<file path="src/rtl/uncached_write_buffer.sv">
// ---------------------------------------------------------------------------
// uncached_write_buffer
//
// Posted-write buffer on the uncached SRAM-like path. Uncached stores are
// acknowledged as soon as they land in a small FIFO and are drained to the
// downstream port one at a time, oldest first. Uncached loads are accepted
// only once every buffered store has completed downstream, so MMIO ordering
// is strict. Upstream completions (s_data_ok) return in acceptance order.
//
// Ports
//   clk, resetn               clock, asynchronous active-low reset
//   s_req/s_wr/s_size/s_addr/s_wdata   upstream request (size: 0 B, 1 H, 2 W)
//   s_addr_ok                 upstream request accepted this cycle
//   s_data_ok/s_rdata         upstream completion pulse / load data
//   m_req/m_wr/m_size/m_addr/m_wdata   downstream request
//   m_addr_ok/m_data_ok/m_rdata        downstream handshakes / load data
//   drained                   FIFO empty and FSM idle (fence indication)
//
// Handshake semantics (both sides): a request transfers on a rising clock
// edge where req & addr_ok are both high; req and every request field are
// held stable until that edge. Each transferred request is later completed
// by exactly one single-cycle data_ok pulse, in transfer order. Only one
// downstream transaction is ever outstanding.
//
// The FSM state is held in state_q (type state_t) for observation.
// ---------------------------------------------------------------------------
module uncached_write_buffer #(
  parameter int DEPTH = 4
) (
  input  logic        clk,
  input  logic        resetn,
  input  logic        s_req,
  input  logic        s_wr,
  input  logic [1:0]  s_size,
  input  logic [31:0] s_addr,
  input  logic [31:0] s_wdata,
  output logic        s_addr_ok,
  output logic        s_data_ok,
  output logic [31:0] s_rdata,
  output logic        m_req,
  output logic        m_wr,
  output logic [1:0]  m_size,
  output logic [31:0] m_addr,
  output logic [31:0] m_wdata,
  input  logic        m_addr_ok,
  input  logic        m_data_ok,
  input  logic [31:0] m_rdata,
  output logic        drained
);

  localparam int AW = $clog2(DEPTH);
  localparam logic [AW:0] FULL_CNT = (AW+1)'(DEPTH);

  typedef enum logic [2:0] {
    IDLE    = 3'd0,
    DR_ADDR = 3'd1,
    DR_DATA = 3'd2,
    RD_ADDR = 3'd3,
    RD_DATA = 3'd4
  } state_t;

  state_t          state_q, state_d;
  logic [AW-1:0]   head_q, head_d;
  logic [AW-1:0]   tail_q, tail_d;
  logic [AW:0]     count_q, count_d;
  logic            wack_q, wack_d;
  logic [1:0]      rd_size_q, rd_size_d;
  logic [31:0]     rd_addr_q, rd_addr_d;

  // Store payload; no reset needed, an entry is only read after it is written.
  logic [1:0]      size_mem  [DEPTH];
  logic [31:0]     addr_mem  [DEPTH];
  logic [31:0]     wdata_mem [DEPTH];

  logic            wr_ok, rd_ok;
  logic            push, rd_hs, pop;

  // A write may enter whenever there is room and no load is in flight.
  // Room is judged on the registered count only: a pop in the same cycle
  // does not open a slot, which keeps s_addr_ok free of m_data_ok.
  // A load may enter only when the buffer is fully drained.
  always_comb begin
    wr_ok     = (count_q != FULL_CNT) && (state_q != RD_ADDR) && (state_q != RD_DATA);
    rd_ok     = (state_q == IDLE) && (count_q == '0);
    s_addr_ok = s_wr ? wr_ok : rd_ok;
  end

  assign push  = s_req & s_wr & wr_ok;
  assign rd_hs = s_req & ~s_wr & rd_ok;
  assign pop   = (state_q == DR_DATA) & m_data_ok;

  // Pointer, count, read-register and write-ack next state.
  always_comb begin
    head_d    = head_q;
    tail_d    = tail_q;
    count_d   = count_q;
    rd_size_d = rd_size_q;
    rd_addr_d = rd_addr_q;
    wack_d    = push;
    if (push) tail_d = tail_q + AW'(1);
    if (pop)  head_d = head_q + AW'(1);
    if (push && !pop)      count_d = count_q + (AW+1)'(1);
    else if (!push && pop) count_d = count_q - (AW+1)'(1);
    if (rd_hs) begin
      rd_size_d = s_size;
      rd_addr_d = s_addr;
    end
  end

  // FSM next state.
  always_comb begin
    state_d = state_q;
    case (state_q)
      IDLE: begin
        if (count_q != '0) state_d = DR_ADDR;
        else if (rd_hs)    state_d = RD_ADDR;
      end
      DR_ADDR: if (m_addr_ok) state_d = DR_DATA;
      // count_d already folds in a push landing in the same cycle, so a
      // freshly posted store goes straight out without an IDLE bubble.
      DR_DATA: if (m_data_ok) state_d = (count_d != '0) ? DR_ADDR : IDLE;
      RD_ADDR: if (m_addr_ok) state_d = RD_DATA;
      RD_DATA: if (m_data_ok) state_d = IDLE;
      default: state_d = IDLE;
    endcase
  end

  // Downstream request: a pure decode of registered state and storage, so
  // it cannot change while waiting for m_addr_ok.
  always_comb begin
    m_req   = 1'b0;
    m_wr    = 1'b0;
    m_size  = 2'd0;
    m_addr  = 32'd0;
    m_wdata = 32'd0;
    case (state_q)
      DR_ADDR: begin
        m_req   = 1'b1;
        m_wr    = 1'b1;
        m_size  = size_mem[head_q];
        m_addr  = addr_mem[head_q];
        m_wdata = wdata_mem[head_q];
      end
      RD_ADDR: begin
        m_req   = 1'b1;
        m_size  = rd_size_q;
        m_addr  = rd_addr_q;
      end
      default: ;
    endcase
  end

  // Write acks and the load completion never coincide: a load is only in
  // flight when no write was accepted the cycle before.
  assign s_data_ok = wack_q | ((state_q == RD_DATA) & m_data_ok);
  assign s_rdata   = (state_q == RD_DATA) ? m_rdata : 32'd0;
  assign drained   = (count_q == '0) && (state_q == IDLE);

  always_ff @(posedge clk or negedge resetn) begin
    if (!resetn) begin
      state_q   <= IDLE;
      head_q    <= '0;
      tail_q    <= '0;
      count_q   <= '0;
      wack_q    <= 1'b0;
      rd_size_q <= 2'd0;
      rd_addr_q <= 32'd0;
    end else begin
      state_q   <= state_d;
      head_q    <= head_d;
      tail_q    <= tail_d;
      count_q   <= count_d;
      wack_q    <= wack_d;
      rd_size_q <= rd_size_d;
      rd_addr_q <= rd_addr_d;
    end
  end

  always_ff @(posedge clk) begin
    if (push) begin
      size_mem[tail_q]  <= s_size;
      addr_mem[tail_q]  <= s_addr;
      wdata_mem[tail_q] <= s_wdata;
    end
  end

endmodule
</file>
<file path="config.mk">
export PLATFORM = sky130hd
export DESIGN_NAME = uncached_write_buffer
export DESIGN_NICKNAME = d
export VERILOG_FILES = /design/src/rtl/uncached_write_buffer.sv
export SDC_FILE = /design/constraint.sdc
export NUM_CORES = 1
export LEC_CHECK = 0
export ABC_AREA = 1
export BUFFER_PORTS_ARGS = -buffer_cell sky130_fd_sc_hd__clkbuf_2
export CELL_PAD_IN_SITES_DETAIL_PLACEMENT = 1
export CELL_PAD_IN_SITES_GLOBAL_PLACEMENT = 1
export CORE_MARGIN = 8
export CORE_UTILIZATION = 51
export CTS_BUF_LIST = sky130_fd_sc_hd__clkbuf_8
export CTS_CLUSTER_SIZE = 16
export DETAILED_ROUTE_END_ITERATION = 10
export PLACE_DENSITY = 0.95
export SLEW_MARGIN = 10
export SYNTH_ARGS = -nofsm -noshare
export SYNTH_HDL_FRONTEND = slang
export SYNTH_SLANG_ARGS = --single-unit
</file>
<file path="constraint.sdc">
create_clock -name clk -period 12.55 [get_ports clk]
set_input_delay 0.6275 -clock clk [delete_from_list [all_inputs] [get_ports clk]]
set_output_delay 0.6275 -clock clk [all_outputs]
set_load 0.005 [all_outputs]
</file>
After elaboration in Yosys (flattened, before gate mapping) --
Memory sizes are Yosys's and may differ from the RTL's. Index checks and enable logic that the tools add are counted.
Operators by class: $add $sub $neg 4, equal/unequal tests 12, multiplexer cells 19, bitwise gates (word level) 8, reductions and logical operators 13
Operators by type and width (number):
- $mux W32 | 2
- $pmux W32 S2 | 1
- $mux W3 | 8
- $pmux W3 S5 | 1
- $ne A3 B3 Y1 const B | 3
- $ne A2 B2 Y1 const B | 4
- $and A1 B1 Y1 | 6
- $eq A3 B2 Y1 const B | 2
- $logic_not A3 Y1 | 2
- $mux W1 | 6
- $reduce_bool A3 Y1 | 2
- $logic_and A1 B1 Y1 | 5
- $reduce_and A5 Y1 | 1
- $add A2 B1 Y2 const B | 2
- $pmux W2 S2 | 1
- $add A3 B1 Y3 const B | 1
- $eq A3 B1 Y1 const B | 1
- $eq A3 B3 Y1 const B | 1
- $ne A3 B2 Y1 const B | 1
- $sub A3 B1 Y3 const B | 1
- $logic_not A1 Y1 | 2
- $reduce_or A2 Y1 | 1
- $not A1 Y1 | 1
- $or A1 B1 Y1 | 1
Word-level totals: bits in registers 45, memory bits (writable) 264, input port bits 104, output and inout port bits 103, word-level logic and storage cells 66, memories 3
Memories:
- addr_mem | words 4, bits a word 32, read ports 1, clocked after Yosys merged registers in 0, wr ports 1, line 72 | logic [31:0] addr_mem [DEPTH];
- wdata_mem | words 4, bits a word 32, read ports 1, clocked after Yosys merged registers in 0, wr ports 1, line 73 | logic [31:0] wdata_mem [DEPTH];
- size_mem | words 4, bits a word 2, read ports 1, clocked after Yosys merged registers in 0, wr ports 1, line 71 | logic [1:0] size_mem [DEPTH];

Longest topological paths before layout --
Gate-level depths: netlist of the first run.
word-level depth 12, depth in mapped cells 13, mapped depth without buffers 13

Worst setup path before layout of the first run --
Ideal clock, no wire load.
path kind input -> register, start point in s_wr, end point mem addr_mem[0][0] (enable), arrival time 3772 ps, path slack 8287 ps, stages on the path 4, cells stage by stage nand2_1 inv_1 nand4_2 nor2_1
On the way: cells in the longest elaborated chain, start to end 4
RTL lines:
- start: declaration | line 33 | input logic s_wr,
- $and A1 B1 Y1 (2 in a row) | line 88 | assign push = s_req & s_wr & wr_ok;
- $mux W1 | line 180 | if (push) begin
- $mux W1 (not written as such) | line 182 | addr_mem[tail_q] <= s_addr;
- end: declaration | line 72
Every way passes these cells.

Final worst setup path of the first run --
start point reg state_q[2], end point out m_addr[28]
On the way: cells in the longest elaborated chain, start to end 2, elaborated cells on any way between the ends 3, classes of those cells eq/ne (2); mux (1)
RTL lines:
- start: declaration | line 62 | state_t state_q, state_d;
- start signal: assignment | line 169 | state_q <= state_d;
- $eq A3 B2 Y1 / $eq A3 B1 Y1 (equally long branches) | line 136 | case (state_q)
- $pmux W32 S2 (*) | line 136
- end: declaration | line 43 | output logic [31:0] m_addr,
Every way passes the cells marked *; elsewhere a longest branch is shown, timed or not.

==> results of run 1 <==
[worst max-delay path: stages, from the launching register on]
cell and delay (ps):
dfrtp_1 460, nor2_4 890, inv_2 140, nor2_4 160
inv_2 260, buf_4 400, a221oi_1 380, a31o_2 160
clkbuf_2 110
[cells in the final DEF (no fill, tap or decap), types with 2 or more instances in the layout]
cell type	synthesis	routed
ha_1	7	7
nand3_1	4	4
nand2_2	2	2
nand2_1	91	91
mux2_2	34	34
clkinv_2	0	3
buf_4	3	11
edfxtp_1	264	264
bufinv_16	0	3
nand3_2	2	2
clkbuf_8	0	55
a221oi_2	10	10
clkinv_1	1	17
inv_1	50	62
nor2_1	170	166
a31o_1	2	2
a31o_2	32	32
a21oi_1	103	103
clkbuf_2	0	206
dfrtp_1	45	43
nor2_4	3	7
xor2_1	3	3
o21ai_0	66	66
inv_2	5	6
a221oi_1	24	24
[sequential cells by signal, indices dropped and copies added (netlist names)]
register	count
rd_size_q	2
wack_q	1
addr_mem	128
rd_addr_q	32
size_mem	8
tail_q	2
wdata_mem	128
count_q	3
state_q	3
head_q	2
[metal layers]
layer / share of wire, % / GRT usage (%) / vias to the layer above / wire (um)
met5: 0.031 / 0 / - / 11
met4: 2.9 / 9.26 / 2 / 1050
met3: 5.6 / 5.21 / 71 / 1990
met2: 53 / 42.4 / 323 / 18900
met1: 39 / 25.8 / 4417 / 13800
li1: - / - / 3985 / -
[report_power, final]
| part | total [W] | leakage (nW) | internal [W] | switching, W |
|---|---|---|---|---|
| sequential | 0.00139 | 2.97 | 0.00129 | 0.000101 |
| clock | 0.000848 | 0.549 | 0.000463 | 0.000385 |
| combinational | 0.00115 | 2.46 | 0.000396 | 0.000751 |
| total | 0.00338 | 5.98 | 0.00215 | 0.00124 |
[metrics by stage]
| step | cells | instance area, um^2 |
|---|---|---|
| floorplan | 991 | 12700 |
| global placement | 1468 | 14000 |
| detailed placement | 1468 | 14000 |
| CTS | 1560 | 14900 |
| global route | 1561 | 14900 |
| finish | 1561 | 14900 |
[cells by family (layout without fill, tap and decap cells)]
group	after synthesis	after routing	synth area share, %
compound gates	241	241	12.1
xor+xnor	4	4	0.276
fa+ha+maj	7	7	0.690
buf+inv	120	365	3.97
flops	309	309	71.3
mux	34	34	3.02
other cells	0	1	0
simple gates	276	276	8.66
[Yosys cell counts]
| cell | number |
|---|---|
| xnor2_1 | 1 |
| o22ai_1 | 1 |
| xor2_1 | 3 |
| a21oi_2 | 1 |
| nor2_2 | 1 |
| nor3_1 | 1 |
| buf_6 | 4 |
| mux2_2 | 34 |
| a221oi_1 | 24 |
| nor3_2 | 1 |
| a31o_2 | 32 |
| inv_1 | 50 |
| o21bai_1 | 1 |
| inv_2 | 5 |
| nor2_1 | 170 |
| o211ai_1 | 1 |
| a221oi_2 | 10 |
| a21oi_1 | 103 |
| nand2_2 | 2 |
| nand2_1 | 91 |
| nand4_2 | 1 |
| buf_1 | 10 |
| clkbuf_1 | 37 |
| buf_2 | 10 |
| nor2_4 | 3 |
| a31o_1 | 2 |
| clkinv_1 | 1 |
| nand3_1 | 4 |
| buf_4 | 3 |
| dfrtp_1 | 45 |
| edfxtp_1 | 264 |
| o21ai_0 | 66 |
| ha_1 | 7 |
| nand3_2 | 2 |
[worst paths after layout]
| kind | start | endpoint | slack, ps | cells after the start |
|---|---|---|---|---|
| worst max-delay path | state_q[2]$_DFFE_PN0P_ | m_addr[28] | 8350 | 8 |
| worst min-delay path | resetn | rd_addr_q[13]$_DFFE_PN0P_ | 230 | 2 |
| worst max register to register | state_q[1]$_DFFE_PN0P_ | wdata_mem[3][28]$_DFFE_PP_ | 8560 | 6 |
| worst min register to register | rd_addr_q[10]$_DFFE_PN0P_ | rd_addr_q[10]$_DFFE_PN0P_ | 510 | 1 |
| max in group asynchronous | resetn | head_q[0]$_DFFE_PN0P_ | 11760 | 2 |
| min in group clk | s_wdata[16] | wdata_mem[0][16]$_DFFE_PP_ | 290 | 1 |
[area by class of cell]
type	instances	area, um^2
clock buffers	55	757
clock inverters	37	225
multi-input cells	562	3170
repair buffers	217	1110
well taps	324	405
flip-flops and latches	309	9060
fillers	2512	9450
inverters	56	213
diodes	1	2.50
==> reports/metrics.cfg, run 1 <==
[outcome]
status=completed

[logic_synthesis]
synth_top_area_share_pct=62.4
synthCells=991
yosys_warnings=0
synthesis.area_um2=12700
syn_nets=1102
synth_top_cell_by_area=edfxtp_1
ys_ff_latch=309
synth_cell_type_count=34
synth_area_leaders=edfxtp_1, dfrtp_1, nor2_1
synth.avg_cell_area_um2=12.8
yosysSeqAreaShare_pct=71.3

[global_route]
grt_pass1_wl_mm=55.5
grt-ovfl-total=0
grtUsageTotal_pct=23.2
antenna_found_initial=2
grt_max_degree=84
grt_pass1_vias=10100

[detailed_routing]
drt-initial-drc-count=598
first_pass_iters=5
wl_per_cell_um=22.9
drc=0
vias=8798
postRouteAntennaNets=0
routed_via_density=5.64
finalWirelength_mm=35.7

[timing]
postLayoutSetupSlackWorst_ps=8350
timing.setup.tns_ps=0
post-route-period-util_pct=33.4
rsz0062_at_grt=false
maxSlewHeadroom_pct=23.9
hold_viol=0
period_minus_slack_ps=4200
hold-worst-slack_ps=233
max_freq_mhz=238
slew_violations=0
fin_skew_ps=26.6
worst-slew-pin-transition_ps=1140
setup_viol=0

[placement]
portBuffers=206
place.gp.congestion=0.737
dp_hpwl_mm=22.4
pre_cts_ws_ps=8570

[die]
start_util_pct=52.1
fp-row-count=57
die_h_um=174
die-width_um=174
io_pins=207
die-area_um2=30200
core_area_um2=24400

[clock_network]
hold_buffers=0
clk_path_buf_depth=3
cts_resized=0
cts-htree-levels=2
clock_sinks=309
cts-buffers-inserted=50
clk_latency_ps=560
cts_setup_buffers=0
clk_pin_slew_ps=60
root_buffer=clkbuf_8
cts_tree=built

[min_path]
hold_path_class=in2async

[power_and_ir_drop]
power.leakage_nw=5.98
finalPower_w=0.00338
p_per_area_nw_per_um2=226
ir_drop_mv=0.0993

[finish]
drive_gt1_share_pct=30.7
final_nets=1307
finalCoreUtilization_pct=61.3
areaGrowthSynthToFinish_pct=17.7

[worst_setup_path]
worst-path-max-fanout=41
criticalPathCategory=reg2out
cp_data_required_time_ps=11920
critPathLaunchType=register
worstSetupEndpointType=output port
worst_ep_arrival_time_ps=3570

[job]
cap_violations=0

No activity file was read; power rests on OpenSTA's default activity.
==> run 2, diff against run 1 <==
Settings changed: CORE_UTILIZATION 51 to 47, PLACE_DENSITY 0.95 to 0.93.
Clock period 12.55 ns to 4 ns, I/O delays scaled along.
==> reports/metrics.cfg, run 2 (synthesis results as in run 1) <==
[global_route]
antenna_found_initial=5  ; +3
grtUsageTotal_pct=23.5  ; +0.25 points
grt-ovfl-total=0  ; unchanged
grt_pass1_wl_mm=60.0  ; +8.1%
grt_max_degree=75  ; -11%
grt_pass1_vias=10700  ; +5.9%

[timing]
maxSlewHeadroom_pct=25.8  ; +1.9 points
slew_violations=0  ; unchanged
post-route-period-util_pct=83.8
max_freq_mhz=298
setup_viol=0  ; unchanged
fin_skew_ps=29.6  ; +2.96 ps
rsz0062_at_grt=false
period_minus_slack_ps=3350
worst-slew-pin-transition_ps=1110  ; -28.1 ps
hold_viol=0  ; unchanged

[clock_network]
clk_pin_slew_ps=60  ; about the same
cts_tree=built
cts-htree-levels=2  ; unchanged
cts-buffers-inserted=49  ; -2.0%
clk_path_buf_depth=3  ; unchanged
clock_sinks=309  ; unchanged
root_buffer=clkbuf_8
cts_resized=0  ; unchanged
clk_latency_ps=570  ; about the same

[power_and_ir_drop]
power.leakage_nw=6.31  ; +5.5%
finalPower_w=0.0106  ; +210%
ir_drop_mv=0.446  ; +350%
p_per_area_nw_per_um2=680  ; +200%

[detailed_routing]
finalWirelength_mm=39.1  ; +9.4%
first_pass_iters=5  ; unchanged
vias=9345  ; +6.2%
drt-initial-drc-count=664  ; +11%
wl_per_cell_um=23.7  ; +3.3%
drc=0  ; unchanged
postRouteAntennaNets=0  ; unchanged
routed_via_density=5.65  ; +0.31%

[worst_setup_path]
cp-startpoint=state_q[0]$_DFFE_PN0P_
worstSetupEndpointType=output port
critPathLaunchType=register
ff2ff_setup_slack_ps=1010  ; -7550 ps
worst_ep_arrival_time_ps=3150  ; -420 ps
endpoint=m_wdata[27]
r2r-end=addr_mem[3][13]$_DFFE_PP_
worst-path-max-fanout=45  ; +9.8%
r2r-start=state_q[0]$_DFFE_PN0P_
cp_data_required_time_ps=3800  ; -8120 ps
reg2regPathDepth=5  ; -1
criticalPathCategory=reg2out

[die]
die_h_um=180  ; +3.8%
core_area_um2=26700  ; +9.6%
fp-row-count=60  ; +5.3%
start_util_pct=47.5  ; -4.5 points
die-width_um=180  ; +3.8%
die-area_um2=32500  ; +7.7%
io_pins=207  ; unchanged

[placement]
place.gp.congestion=0.810  ; +9.9%
dp.cells=1488  ; +1.4%
portBuffers=206  ; unchanged
dp_hpwl_mm=22.6  ; +0.85%

[finish]
final_common_cell=edfxtp_1
drive_gt1_share_pct=28.9  ; -1.7 points
areaGrowthSynthToFinish_pct=23.3
reg_top3=addr_mem: 128 flops, wdata_mem: 128 flops, rd_addr_q: 32 flops
layout.cells.non_filler=1653  ; +5.9%
final_nets=1377  ; +5.4%
layout_common_cells=edfxtp_1, clkbuf_2, nor2_1

[outcome]
status=completed

[job]
cap_violations=0  ; unchanged

[min_path]
hold_path_class=in2reg

-- run 2: cell types whose count changed in the layout (fill, tap and decap cells not counted), sizes merged --
cell,delta
buf,+3
bufinv,-3
diode,+5
inv,+15
clkinv,-13
dlygate4sd3,+68
-- run 2: critical path, stage by stage (launching register included) --
cell and delay [ps]:
dfrtp_1 440, inv_2 100, nor2_4 30, buf_4 290, inv_2 160, nor2_4 50, inv_2 820, buf_4 420
a21oi_1 110, clkbuf_2 130
-- run 2: worst min path at each step --
stage / from / end / cells after the start
after floorplan: resetn / count_q[0]$_DFF_PN0_ / 0
after global placement: resetn / rd_addr_q[8]$_DFFE_PN0P_ / 2
after detailed placement: resetn / rd_addr_q[8]$_DFFE_PN0P_ / 2
after CTS: m_addr_ok / state_q[2]$_DFFE_PN0P_ / 3
after global routing: m_addr_ok / state_q[2]$_DFFE_PN0P_ / 3
final: m_addr_ok / state_q[2]$_DFFE_PN0P_ / 3
-- run 2: area by class of cell --
class                           count  area, um^2
Fill cell                        2754       11100
Sequential cell                   309        9060
Multi-Input combinational cell    562        3170
Timing Repair Buffer              288        1880
Clock buffer                       55         757
Tap cell                          341         427
Inverter                           56         213
Clock inverter                     36         141
Antenna cell                        6        15.0
-- run 2: metal layers --
layer	track usage [%]	vias to the layer above	part of all wire, %
li1	-	4124	-
met1	25.2	4668	37
met2	42.4	417	52
met3	5.28	134	5.9
met4	12.8	2	4.6
met5	0	-	0.038
-- run 2: metrics by stage --
step	setup TNS [ps]	util [%]	instance area, um^2	hold slack [ps]	setup slack, ps
6_report	0	58.6	15700	89.8	646
5_1_grt	0	58.6	15700	103	435
4_1_cts	0	58.5	15600	32.4	577
3_5_place_dp	0	52.6	14100	368	993
3_3_place_gp	0	52.6	14100	347	1230
2_1_floorplan	-55820	-	12700	-95.6	-211
-- run 2: power by group --
part	total [W]	switching, W	leakage (nW)	internal [W]
registers	0.00437	0.000336	2.97	0.00403
logic	0.00379	0.00246	2.77	0.00133
clock network	0.00248	0.00123	0.564	0.00125
total	0.0106	0.00403	6.31	0.00662
-- run 2: repair_timing --
action                    in CTS  in global routing
hold buffers                  68                  0
hold endpoints to repair     343                  0
buffers inserted               0                  0
==> run 3, diff against run 2 <==
Clock period 4 ns to 3.1 ns, I/O delays scaled along.
==> reports/metrics.cfg, run 3 (synthesis results as in run 1) <==
[outcome]
status=completed

[worst_setup_path]
worstSetupEndpointType=output port
worst_ep_arrival_time_ps=2750  ; -400 ps
criticalPathCategory=reg2out
ff2ff_setup_slack_ps=840  ; -170 ps
cp-startpoint=head_q[0]$_DFFE_PN0P_
worst-path-max-fanout=71  ; +58%
r2r-start=count_q[0]$_DFF_PN0_
cp_data_required_time_ps=2940  ; -860 ps
r2r-end=addr_mem[3][26]$_DFFE_PP_
endpoint=m_addr[11]
reg2regPathDepth=6  ; +1
critPathLaunchType=register

[timing]
fin_skew_ps=36.8  ; +7.22 ps
period_minus_slack_ps=2910
hold_viol=0  ; unchanged
max_freq_mhz=344
maxSlewHeadroom_pct=37.8  ; +12 points
postLayoutSetupSlackWorst_ps=193  ; -453 ps
setup_viol=0  ; unchanged
worst-slew-pin-transition_ps=934  ; -178 ps
hold-worst-slack_ps=28.0  ; -61.7 ps
slew_violations=0  ; unchanged
timing.setup.tns_ps=0  ; unchanged
rsz0062_at_grt=false
post-route-period-util_pct=93.8

[clock_network]
cts_setup_buffers=0  ; unchanged
cts_tree=built
cts-buffers-inserted=49  ; unchanged
clock_sinks=309  ; unchanged
clk_path_buf_depth=3  ; unchanged
cts-htree-levels=2  ; unchanged
clk_pin_slew_ps=70  ; about the same
root_buffer=clkbuf_8
clk_latency_ps=580  ; about the same

[detailed_routing]
drc=0  ; unchanged
postRouteAntennaNets=0  ; unchanged
finalWirelength_mm=39.7  ; +1.5%
drt-initial-drc-count=716  ; +7.8%
routed_via_density=5.64  ; -0.26%
wl_per_cell_um=23.9  ; +0.97%
vias=9366  ; +0.22%
first_pass_iters=5  ; unchanged

[power_and_ir_drop]
p_switching_w=0.00525  ; +30%
finalPower_w=0.0139  ; +31%
seqPwrFrac_pct=39.9  ; -1.1 points
p_clk_share_pct=23.9  ; +0.6 points
ir_drop_mv=0.445  ; -0.15%
power.leakage_nw=6.33  ; +0.44%
p_int_w=0.00866  ; +31%
p_per_area_nw_per_um2=885  ; +30%
power_frac_comb_pct=36.2  ; +0.6 points
p_sw_share_pct=37.7  ; -0.11 points

[die]
die-width_um=180  ; unchanged
core_area_um2=26700  ; unchanged
die-area_um2=32500  ; unchanged
die_h_um=180  ; unchanged
start_util_pct=47.5  ; unchanged
fp-row-count=60  ; unchanged
io_pins=207  ; unchanged

[global_route]
use_met1_pct=26.5  ; +1.3 points
grt_pass1_wl_mm=60.3  ; +0.52%
grtUsageMet3_pct=4.72  ; -0.56 points
grt_max_degree=72  ; -4.0%
top_usage_layer=met2
grtUsageTotal_pct=23.7  ; +0.23 points
met2_usage_pct=42.9  ; +0.46 points
antenna_found_initial=4  ; -1
grt-ovfl-total=0  ; unchanged
grt_pass1_vias=10400  ; -2.6%

[job]
cap_violations=0  ; unchanged

[placement]
place.gp.congestion=0.774  ; -4.5%
portBuffers=206  ; unchanged
dp_hpwl_mm=23.2  ; +2.8%
pre_cts_ws_ps=748  ; -245 ps

[finish]
reg_top3=addr_mem: 128 flops, wdata_mem: 128 flops, rd_addr_q: 32 flops
final_common_cell=edfxtp_1
finalCoreUtilization_pct=58.8  ; +0.22 points
layout_common_cells=edfxtp_1, clkbuf_2, nor2_1
final_nets=1388  ; +0.80%
areaGrowthSynthToFinish_pct=23.8
drive_gt1_share_pct=29.6  ; +0.69 points

[min_path]
hold_path_class=in2reg

## run 3: changes by cell type in the layout (fill, tap and decap cells not counted), sizes merged
cell         delta
diode           -2
dlygate4sd3     +1
clkinv          +8
inv             -7
bufinv          +2
buf            +10
clkbuf          -4
## run 3: cell type report
class | instances | area (um^2)
Antenna cell | 4 | 10.0
Tap cell | 341 | 427
Clock buffer | 51 | 702
Multi-Input combinational cell | 562 | 3170
Sequential cell | 309 | 9060
Timing Repair Buffer | 299 | 1930
Fill cell | 2785 | 11000
Inverter | 56 | 213
Clock inverter | 39 | 214
## run 3: power groups by stage
stage / registers, W / logic [W] / clock network (W)
floorplan: 0.00547 / 0.00307 / 0
global placement: 0.00553 / 0.00456 / 0
detailed placement: 0.00560 / 0.00488 / 0
CTS: 0.00552 / 0.00501 / 0.00331
global route: 0.00560 / 0.00547 / 0.00353
finish: 0.00555 / 0.00503 / 0.00333
## run 3: critical path, cell delays in order, from the launching register on
cell	delay [ps]
dfrtp_4	570
inv_4	570
buf_4	300
nand2_1	110
a221oi_2	320
a31o_2	140
clkbuf_2	110
## run 3: stage by stage
| stage | std cells | cell area, um^2 |
|---|---|---|
| after global placement | 1498 | 14100 |
| after detailed placement | 1498 | 14100 |
| after global routing | 1661 | 15700 |
| final | 1661 | 15700 |
| after CTS | 1657 | 15700 |
| after floorplan | 991 | 12700 |
## run 3: timing repair
| item | in CTS | in global routing |
|---|---|---|
| endpoints found under the hold margin | 326 | 0 |
| gates resized for setup | 0 | 0 |
| hold buffers | 69 | 0 |
## run 3: worst min path at each step
stage | start | endpoint | cells past startpoint
after detailed placement | resetn | rd_addr_q[12]$_DFFE_PN0P_ | 1
after global routing | m_addr_ok | state_q[2]$_DFFE_PN0P_ | 3
final | m_addr_ok | state_q[2]$_DFFE_PN0P_ | 3
after CTS | m_addr_ok | state_q[2]$_DFFE_PN0P_ | 3
after global placement | resetn | rd_addr_q[12]$_DFFE_PN0P_ | 1
after floorplan | resetn | count_q[0]$_DFF_PN0_ | 0
## run 3: layer usage
metal  routed length (um)  vias up  part of all wire [%]
met5                    0        -                     0
met4                 1600        0                   4.0
met3                 2370      104                   6.0
met2                20900      428                    53
met1                14800     4698                    37
li1                     -     4136                     -
